**src/rtl/per2axi_busy_tracker.sv**
```systemverilog
// ---------------------------------------------------------------------------
// per2axi_busy_tracker
//
// Outstanding-transaction tracker for the per2axi bridge. It counts write
// (AW -> B) and read (AR -> R) transactions in flight and gives:
//   * busy_o     : high while the tracker is not idle. It is held for IDLE_HOLD
//                  extra cycles after traffic drains, so clock gating does not
//                  chatter.
//   * aw/ar_stall: asserted at the outstanding limit of each channel, or while
//                  a flush is draining the bus.
//   * flush_ack_o: the drain is complete, meaning both counters are zero
//                  while the flush is still requested.
//
// Optional feature macro: PER2AXI_BUSY_ERR_EN
//   Defined   -> err_o exists. It is a sticky flag that is set on any
//                saturating increment, or on any decrement of a counter that
//                is already zero.
//   Undefined -> err_o and its logic are absent. Counter saturation and hold
//                behaviour is the same in both builds.
// ---------------------------------------------------------------------------
module per2axi_busy_tracker #(
  parameter int unsigned CNT_WIDTH    = 5,
  parameter int unsigned MAX_AW_OUTST = 16,
  parameter int unsigned MAX_AR_OUTST = 16,
  parameter int unsigned IDLE_HOLD    = 4
) (
  input  logic                 clk_i,
  input  logic                 rst_ni,
  input  logic                 aw_sync_i,
  input  logic                 b_sync_i,
  input  logic                 ar_sync_i,
  input  logic                 r_sync_i,
  input  logic                 flush_req_i,
  output logic                 flush_ack_o,
  output logic                 aw_stall_o,
  output logic                 ar_stall_o,
  output logic [CNT_WIDTH-1:0] aw_count_o,
  output logic [CNT_WIDTH-1:0] ar_count_o,
  output logic                 busy_o
`ifdef PER2AXI_BUSY_ERR_EN
  ,
  output logic                 err_o
`endif
);

  // -------------------------------------------------------------------------
  // Constants
  // -------------------------------------------------------------------------
  // The hold timer always needs at least one bit. This keeps the declarations
  // legal when IDLE_HOLD is 0; in that case the timer is never loaded.
  localparam int unsigned TMR_W = (IDLE_HOLD > 0) ? $clog2(IDLE_HOLD + 1) : 1;

  localparam logic [TMR_W-1:0] TMR_ONE   = TMR_W'(1);
  localparam logic [TMR_W-1:0] HOLD_LOAD = (IDLE_HOLD > 0) ? TMR_W'(IDLE_HOLD - 1) : '0;
  localparam logic             HOLD_EN   = (IDLE_HOLD > 0) ? 1'b1 : 1'b0;

  localparam logic [CNT_WIDTH-1:0] CNT_ONE  = CNT_WIDTH'(1);
  localparam logic [CNT_WIDTH-1:0] CNT_ZERO = '0;
  localparam logic [CNT_WIDTH-1:0] CNT_MAX  = {CNT_WIDTH{1'b1}};
  localparam logic [CNT_WIDTH-1:0] AW_LIMIT = CNT_WIDTH'(MAX_AW_OUTST);
  localparam logic [CNT_WIDTH-1:0] AR_LIMIT = CNT_WIDTH'(MAX_AR_OUTST);

  // FSM encoding
  localparam logic [1:0] ST_IDLE   = 2'd0;
  localparam logic [1:0] ST_ACTIVE = 2'd1;
  localparam logic [1:0] ST_HOLD   = 2'd2;
  localparam logic [1:0] ST_DRAIN  = 2'd3;

  // -------------------------------------------------------------------------
  // Helper functions
  // -------------------------------------------------------------------------
  // Next counter value. The counter saturates at both ends, so it never wraps.
  // An issue and a completion in the same cycle cancel each other.
  function automatic logic [CNT_WIDTH-1:0] cnt_step(
    input logic [CNT_WIDTH-1:0] cnt,
    input logic                 inc,
    input logic                 dec
  );
    logic [CNT_WIDTH-1:0] res;
    res = cnt;
    if (inc && !dec) begin
      if (cnt != CNT_MAX) begin
        res = cnt + CNT_ONE;
      end else begin
        res = cnt;
      end
    end else if (dec && !inc) begin
      if (cnt != CNT_ZERO) begin
        res = cnt - CNT_ONE;
      end else begin
        res = cnt;
      end
    end else begin
      res = cnt;
    end
    return res;
  endfunction

`ifdef PER2AXI_BUSY_ERR_EN
  // This is true when the pulse pair would push the counter past either end.
  function automatic logic cnt_fault(
    input logic [CNT_WIDTH-1:0] cnt,
    input logic                 inc,
    input logic                 dec
  );
    logic over;
    logic under;
    over  = inc && !dec && (cnt == CNT_MAX);
    under = dec && !inc && (cnt == CNT_ZERO);
    return over | under;
  endfunction
`endif

  // -------------------------------------------------------------------------
  // State
  // -------------------------------------------------------------------------
  logic [CNT_WIDTH-1:0] aw_cnt_q, aw_cnt_d;
  logic [CNT_WIDTH-1:0] ar_cnt_q, ar_cnt_d;
  logic [1:0]           state_q, state_d;
  logic [TMR_W-1:0]     tmr_q, tmr_d;

  logic issue;        // any new transaction accepted this cycle
  logic cnt_zero_cur; // both counters are zero now
  logic cnt_zero_nxt; // both counters will be zero next cycle

  assign issue        = aw_sync_i | ar_sync_i;
  assign cnt_zero_cur = (aw_cnt_q == CNT_ZERO) && (ar_cnt_q == CNT_ZERO);
  assign cnt_zero_nxt = (aw_cnt_d == CNT_ZERO) && (ar_cnt_d == CNT_ZERO);

  // Next outstanding counts for the write and read channels.
  always_comb begin
    aw_cnt_d = cnt_step(aw_cnt_q, aw_sync_i, b_sync_i);
    ar_cnt_d = cnt_step(ar_cnt_q, ar_sync_i, r_sync_i);
  end

  // FSM next state and hold timer. A flush request overrides everything else.
  always_comb begin
    state_d = state_q;
    tmr_d   = tmr_q;
    if (flush_req_i) begin
      state_d = ST_DRAIN;
      tmr_d   = '0;
    end else begin
      case (state_q)
        ST_IDLE: begin
          if (issue) begin
            state_d = ST_ACTIVE;
          end else begin
            state_d = ST_IDLE;
          end
          tmr_d = '0;
        end
        ST_ACTIVE: begin
          // Look ahead at the next counts. The hold window then starts in the
          // same cycle that the counters first read zero.
          if (cnt_zero_nxt) begin
            if (HOLD_EN) begin
              state_d = ST_HOLD;
              tmr_d   = HOLD_LOAD;
            end else begin
              state_d = ST_IDLE;
              tmr_d   = '0;
            end
          end else begin
            state_d = ST_ACTIVE;
            tmr_d   = '0;
          end
        end
        ST_HOLD: begin
          if (issue) begin
            state_d = ST_ACTIVE;
            tmr_d   = '0;
          end else if (tmr_q == '0) begin
            state_d = ST_IDLE;
            tmr_d   = '0;
          end else begin
            state_d = ST_HOLD;
            tmr_d   = tmr_q - TMR_ONE;
          end
        end
        ST_DRAIN: begin
          // The flush has been released here. Leave for IDLE only if the
          // bus has really gone quiet.
          if (cnt_zero_cur) begin
            state_d = ST_IDLE;
          end else begin
            state_d = ST_ACTIVE;
          end
          tmr_d = '0;
        end
        default: begin
          state_d = ST_IDLE;
          tmr_d   = '0;
        end
      endcase
    end
  end

  // Counter, FSM and timer registers.
  always_ff @(posedge clk_i or negedge rst_ni) begin
    if (!rst_ni) begin
      aw_cnt_q <= '0;
      ar_cnt_q <= '0;
      state_q  <= ST_IDLE;
      tmr_q    <= '0;
    end else begin
      aw_cnt_q <= aw_cnt_d;
      ar_cnt_q <= ar_cnt_d;
      state_q  <= state_d;
      tmr_q    <= tmr_d;
    end
  end

`ifdef PER2AXI_BUSY_ERR_EN
  logic err_q, err_d;

  // The error flag is sticky: once set, it stays set until reset.
  always_comb begin
    err_d = err_q
          | cnt_fault(aw_cnt_q, aw_sync_i, b_sync_i)
          | cnt_fault(ar_cnt_q, ar_sync_i, r_sync_i);
  end

  // Error flag register.
  always_ff @(posedge clk_i or negedge rst_ni) begin
    if (!rst_ni) begin
      err_q <= 1'b0;
    end else begin
      err_q <= err_d;
    end
  end

  assign err_o = err_q;
`endif

  // -------------------------------------------------------------------------
  // Outputs: pure decodes of registered state, so nothing has to wait on
  // this cycle's pulses.
  // -------------------------------------------------------------------------
  assign aw_count_o  = aw_cnt_q;
  assign ar_count_o  = ar_cnt_q;
  assign busy_o      = (state_q != ST_IDLE);
  assign aw_stall_o  = (aw_cnt_q >= AW_LIMIT) || (state_q == ST_DRAIN);
  assign ar_stall_o  = (ar_cnt_q >= AR_LIMIT) || (state_q == ST_DRAIN);
  assign flush_ack_o = (state_q == ST_DRAIN) && cnt_zero_cur;

endmodule
```
**config.mk**
```make
export PLATFORM = sky130hd
export DESIGN_NAME = per2axi_busy_tracker
export DESIGN_NICKNAME = d
export VERILOG_FILES = /design/src/rtl/per2axi_busy_tracker.sv
export SDC_FILE = /design/constraint.sdc
export NUM_CORES = 1
export LEC_CHECK = 0
export ABC_AREA = 0
export ABC_CLOCK_PERIOD_IN_PS = 2200
export CAP_MARGIN = 20
export CORE_AREA = 2 2 48 84
export CTS_CLUSTER_DIAMETER = 30
export DETAILED_ROUTE_END_ITERATION = 10
export DIE_AREA = 0 0 50 86
export GPL_TIMING_DRIVEN = 0
export SLEW_MARGIN = 20
export SYNTH_ARGS = -nofsm -noshare
export SYNTH_HDL_FRONTEND = slang
export SYNTH_SLANG_ARGS = --single-unit
```
**constraint.sdc**
```tcl
create_clock -name clk_i -period 2.2 [get_ports clk_i]
set_input_delay 0.44 -clock clk_i [delete_from_list [all_inputs] [get_ports clk_i]]
set_output_delay 0.44 -clock clk_i [all_outputs]
set_load 0.02 [all_outputs]
```
Word-level counts from Yosys, hierarchy flattened
Index checks and enable logic that the tools add are counted.
{"block": "totals", "ff_bits": 15, "elab_cells": 60, "inputBits": 7, "ramBits": 0, "mem_bits_ro": 0, "latch_bits": 0, "output_inout_bits": 14, "memories": 0}
{"block": "classes", "magnitude_cmp": 2, "mul": 0, "n_eq_ne": 5, "div_mod_pow": 0, "muxes": 20, "shifts": 0, "add_sub_neg": 5, "n_bitwise": 1, "n_reduce_logical": 23}
{"operator": "$mux 5", "count": 8}
{"operator": "$logic_not 5->1", "count": 4}
{"operator": "$add 5x1->5 const B", "count": 2}
{"operator": "$ge 5x5->1 const B", "count": 2}
{"operator": "$mux 2", "count": 5}
{"operator": "$ne 5x5->1 const B", "count": 2}
{"operator": "$reduce_bool 5->1", "count": 2}
{"operator": "$sub 5x1->5 const B", "count": 2}
{"operator": "$mux 3", "count": 3}
{"operator": "$pmux 3 s3", "count": 1}
{"operator": "$pmux 2 s4", "count": 1}
{"operator": "$logic_and 1x1->1", "count": 7}
{"operator": "$eq 2x2->1 const B", "count": 2}
{"operator": "$logic_not 1->1", "count": 4}
{"operator": "$logic_not 3->1", "count": 1}
{"operator": "$sub 3x1->3 const B", "count": 1}
{"operator": "$eq 2x1->1 const B", "count": 1}
{"operator": "$logic_not 2->1", "count": 1}
{"operator": "$logic_or 1x1->1", "count": 2}
{"operator": "$mux 1", "count": 2}
{"operator": "$reduce_bool 2->1", "count": 1}
{"operator": "$reduce_or 2->1", "count": 1}
{"operator": "$or 1x1->1", "count": 1}

Logic depth before layout (Yosys ltp)
{"block": "logic_depth", "depth_word": 9, "ltp_mapped": 8, "mapped_depth_nobuf": 8}

Least setup slack after synthesis
OpenSTA, ideal clock, no wires.
{"block": "synth_timing", "path_kind": "register to register", "start": "reg aw_cnt_q[1], in the netlist aw_count_o[1]", "end": "reg state_q[0]", "period_less_slack_ns": 2.291, "arrival_time_ns": 2.165, "setup_ns": 0.126, "slack_ns": -0.091, "required_ns": 2.074, "path_buffers": 0, "path_stages_with_launch": 9, "path_cell_list": "dfrtp_1 > inv_1 > ha_1 > or4b_4 > a22oi_2 > xnor2_1 > a311oi_2 > nand4b_1 > a311o_1"}
{"block": "synth_via", "elab_chain_len": 9, "word_cells_on_any_way": 16, "classes_between": "add/sub (2); eq/ne (1); mux (8); reduce/logical (5)"}
{"element": "from (decl)", "line_no": "117", "rtl": "logic [CNT_WIDTH-1:0] aw_cnt_q, aw_cnt_d;"}
{"element": "from (signal assigned)", "line_no": "207", "rtl": "aw_cnt_q <= aw_cnt_d;"}
{"element": "$reduce_bool 5->1", "line_no": "88", "rtl": "if (cnt != CNT_ZERO) begin"}
{"element": "$mux 5", "line_no": "88"}
{"element": "$mux 5", "line_no": "87", "rtl": "end else if (dec && !inc) begin"}
{"element": "$mux 5 (*)", "line_no": "81", "rtl": "if (inc && !dec) begin"}
{"element": "via aw_cnt_d[0]", "line_no": "117"}
{"element": "$logic_not 5->1 (*)", "line_no": "128", "rtl": "assign cnt_zero_nxt = (aw_cnt_d == CNT_ZERO) && (ar_cnt_d == CNT_ZERO);"}
{"element": "$logic_and 1x1->1 (*)", "line_no": "128"}
{"element": "$mux 2 (*)", "line_no": "156", "rtl": "if (cnt_zero_nxt) begin"}
{"element": "$pmux 2 s4 (*)", "line_no": "144", "rtl": "case (state_q)"}
{"element": "$mux 2 (*)", "line_no": "140", "rtl": "if (flush_req_i) begin"}
{"element": "via state_d[0]", "line_no": "119", "rtl": "logic [1:0] state_q, state_d;"}
{"element": "to (signal assigned)", "line_no": "209", "rtl": "state_q <= state_d;"}
{"element": "to (decl)", "line_no": "119"}
Mark *: on every way through the listed nets, which the timed path passes. The rest lies on a longest branch.

Worst setup path after layout
{"block": "layout_timing", "start": "in aw_sync_i", "end": "reg state_q[0]"}
{"block": "layout_via", "elab_chain_len": 9, "word_cells_on_any_way": 13, "classes_between": "mux (7); bitwise (1); reduce/logical (5)"}
{"element": "from (decl)", "line_no": "29", "rtl": "input logic aw_sync_i,"}
{"element": "$logic_not 1->1", "line_no": "87"}
{"element": "$logic_and 1x1->1", "line_no": "87"}
{"element": "$mux 5", "line_no": "87"}
{"element": "$mux 5 (*)", "line_no": "81"}
{"element": "via aw_cnt_d[1]", "line_no": "117"}
{"element": "$logic_not 5->1 (*)", "line_no": "128"}
{"element": "$logic_and 1x1->1 (*)", "line_no": "128"}
{"element": "$mux 2 (*)", "line_no": "156"}
{"element": "$pmux 2 s4 (*)", "line_no": "144"}
{"element": "$mux 2 (*)", "line_no": "140"}
{"element": "via state_d[0]", "line_no": "119"}
Marked as above.

==> qor.csv <==
stage,metric,value,unit
grt,met2 Usage GRT,30.62,%
route,Wirelength per Cell,14.65,um
grt,largest net degree at the start of global routing,16,
worst_hold_path,Hold Crit Class,flip-flop to flip-flop,
setup_path,Worst Path Arrival,2430,ps
grt,initial antenna violation count,0,
finish,share of cells above drive strength 1,33.53,%
yosys,async set-or-reset flop fraction in the synthesized netlist,100.0,%
timing,Final Setup Violations,1,
cts,Num CTS Buffers,3,
cts,Root Buffer,clkbuf_8,
route,Avg Vias per Cell,5.320,
placement,hpwl dp,2300,um
timing,post-layout min period,2295,ps
timing,post-route worst setup slack,-95.05,ps
grt,met1 usage,17.85,%
grt,M3 GR Usage,1.568,%
yosys,Cell variety after synth,51,
cts,clk slew on worst S/H paths,60,ps
setup_path,cells along the critical path,clkdlybuf4s50_1 > buf_4 > nand2_1 > o31ai_1 > a211o_1 > a311oi_2 > nand4b_1 > a311o_1,
yosys,Yosys top cell by area,dfrtp_1,
die,Die Area,4300,um2
yosys,post-synthesis mux area share,2.467,%
placement,IO Port Bufs,19,
die,initial core utilization,33.89,%
power_and_ir_drop,total power,0.001989,W
cts,CTS Sinks,15,
setup_path,"Max FO, Critical Path",10,
finish,Layout Utilization,48.42,%
worst_hold_path,Hold Crit Depth,2,
power_and_ir_drop,Peak VDD IR,621.5,uV
grt,number of global-route vias before repair,1244,
setup_path,R2R Setup Slk,-70,ps
route,Routed WL,3208,um
yosys,Mapped Area,1217,um2
timing,Achievable Freq,435.7,MHz
setup_path,type of the worst setup path,primary input to flip-flop,
timing,final hold vios,0,
cts,H-tree depth,1,
route,DRC errors left,0,
die,die extent in x,50,um
timing,hold slack,574.4,ps
yosys,Adder-Cell Fraction of Synth Area,7.194,%
route,DR iter-0 viols,23,
yosys,Synth Flop Type,dfrtp_1,
yosys,cells after synthesis,134,
yosys,Synth warnings,0,
route,vias,1165,
timing,unrepaired setup endpoints after global routing,true,
run,count of max-cap constraint violations,0,
setup_path,critical path data required time,2330,ps
status,outcome,finished with violations,
setup_path,Worst path depth,8,
setup_path,Reg-to-Reg End,state_q[0]$_DFF_PN0_,
worst_hold_path,hold endpoint,tmr_q[0]$_DFF_PN0_,
timing,Rel. slew slack,54.48,%
power_and_ir_drop,Leak,0.7051,nW
route,drt first pass iters,4,
yosys,XOR/XNOR Fraction of Synth Area,2.158,%
yosys,"FF+latch count, synth",15,
yosys,largest family of logic cells by synthesized area,simple AND/OR/NAND/NOR gates,
grt,GR peak layer,met2,
timing,Clock Skew,6.637,ps
grt,gr ovfl total,0,
finish,design area,1739,um2
die,Core Region,3592,um2
yosys,syn_area_per_cell,9.085,um2
cts,clock buffer depth,2,
yosys,Synth Area in Simple Gates,29.39,%
grt,gr usage total,16.27,%
yosys,Compound-Gate Fraction of Synth Area,22.40,%
timing,final worst-path cycle share,104.3,%
setup_path,Worst R2R Path Depth,8,
die,IO Pins,21,
grt,global-route wire length before repair,5568,um
setup_path,Top delay family on crit path,compound AO/OA/AOI/OAI gates,
timing,Slew @ Worst Pin,680.7,ps
yosys,Post-synth EDFFs,0,
setup_path,Worst path max stage delay,460,ps
finish,# diodes,0,
setup_path,CP max-delay cell,clkdlybuf4s50_1,
die,FP Rows,29,
setup_path,kind of start point of the critical path,primary input,
die,DIE HEIGHT,86,um
setup_path,CP Buf/Inv Count,2,
yosys,post-synth top area share,30.83,%
yosys,dominant cells by area after synthesis,"dfrtp_1, ha_1, a211o_1, nand2_1, nor2_1",
placement,GPL Wtd Cong,0.8908,
route,Routed Antenna Nets,0,
cts,clk_lat worst skew,240,ps
placement,DP Area,1476,um2
timing,Setup TNS Final,-95.05,ps
yosys,sequential area share after synthesis,30.83,%
setup_path,endpoint class of the critical path,flip-flop,
finish,Layout Nets,188,
status,failing checks,setup timing,
setup_path,Critical R2R Launch,aw_count_o[0]$_DFF_PN0_,
finish,Area Overhead vs Synth,42.86,%
yosys,post-synth net total,148,
power_and_ir_drop,pwr/cell area,1144,nW/um2
cts,CTS tree,done,
worst_hold_path,hold path start,tmr_q[0]$_DFF_PN0_,
timing,Pins Over Slew Limit,0,
Yosys cell counts (all sizes together), types with 2 or more instances:
| library cell | number |
|---|---|
| nand3b | 4 |
| buf | 4 |
| a31oi | 2 |
| nand3 | 3 |
| a22oi | 2 |
| o31a | 2 |
| nor3b | 2 |
| nor2 | 9 |
| nor4 | 3 |
| clkbuf | 3 |
| a21oi | 4 |
| nor3 | 2 |
| a211o | 4 |
| mux2i | 3 |
| or2 | 2 |
| a2bb2oi | 2 |
| nand2 | 9 |
| nor4b | 2 |
| nand4 | 3 |
| inv | 8 |
| xnor2 | 2 |
| dfrtp | 15 |
| nor2b | 5 |
| ha | 7 |
| a311oi | 2 |
| or3 | 3 |
| a211oi | 3 |
| nand2b | 4 |
| and3 | 3 |
| a31o | 2 |
| o21ai | 2 |
worst reg2reg max path, delay by kind of cell (launching register included):
family / cells / cell delay (ps)
simple gates: 2 / 620
fa+ha+maj: 1 / 140
compound gates: 3 / 800
xor+xnor: 1 / 100
flops: 1 / 420
buf+inv: 1 / 80
area by class of cell:
| cell class | instances | area, um2 |
|---|---|---|
| Clock buffer | 3 | 41.29 |
| Buffer | 7 | 42.54 |
| Clock inverter | 1 | 5.005 |
| Tap cell | 46 | 57.56 |
| Multi-Input combinational cell | 104 | 868.3 |
| Sequential cell | 15 | 381.6 |
| Timing Repair Buffer | 35 | 312.8 |
| Fill cell | 334 | 1853 |
| Inverter | 8 | 30.03 |
sequential cells by signal (all words and copies together), names as in the netlist:
register / count
state_q: 2
tmr_q: 3
aw_count_o: 5
ar_count_o: 5
worst max-delay path by stage:
stage,start,to,slack (ps)
6_report,aw_sync_i,state_q[0]$_DFF_PN0_,-100
4_1_cts,aw_count_o[0]$_DFF_PN0_,state_q[0]$_DFF_PN0_,-130
5_1_grt,aw_count_o[0]$_DFF_PN0_,state_q[0]$_DFF_PN0_,-170
3_3_place_gp,aw_sync_i,state_q[0]$_DFF_PN0_,-570
2_1_floorplan,ar_count_o[1]$_DFF_PN0_,state_q[0]$_DFF_PN0_,3
3_5_place_dp,aw_sync_i,state_q[0]$_DFF_PN0_,-610
cell usage in the layout, fill, tap and decap left out, types with 5 or more instances in the layout:
master           instances
nand2_1                  7
clkdlybuf4s50_1         16
nor2_1                   8
buf_4                   16
dfrtp_1                 10
dfrtp_2                  5
routing by layer:
metal	vias to the layer above	wire length (um)	share of wire, %
li1	574	-	-
met2	23	1804	56
met1	564	1287	40
met5	-	0	0
met3	4	67	2.1
met4	0	48	1.5
cells by family after synthesis:
logic type,Yosys count
xor gates and xnor gates,3
muxes,3
buffers and inverters,15
DFF,15
adders and majority gates,7
and+or+nand+nor,57
AOI/OAI and AO/OA,34
power breakdown:
group | internal, W | switching [W] | total (W)
logic | 0.000648 | 0.000666 | 0.00131
clock network | 0.000125 | 0.0000939 | 0.000219
registers | 0.000363 | 0.0000937 | 0.000457
per-stage QoR:
step	setup slack, ps	std cells
floorplan	3.154	134
global placement	-566.9	199
detailed placement	-606.1	199
CTS	-132.0	214
global route	-168.1	219
finish	-95.05	219
timing repair:
action / 4_1_cts / 5_1_grt
pin swaps: 6 / 8
endpoints found under the hold margin: 0 / 0
hold buffers: 0 / 0
resized for setup: 20 / 17
endpoints found under the setup margin: 5 / 5
setup buffers: 11 / 5
(Power assumes the default switching activity.)
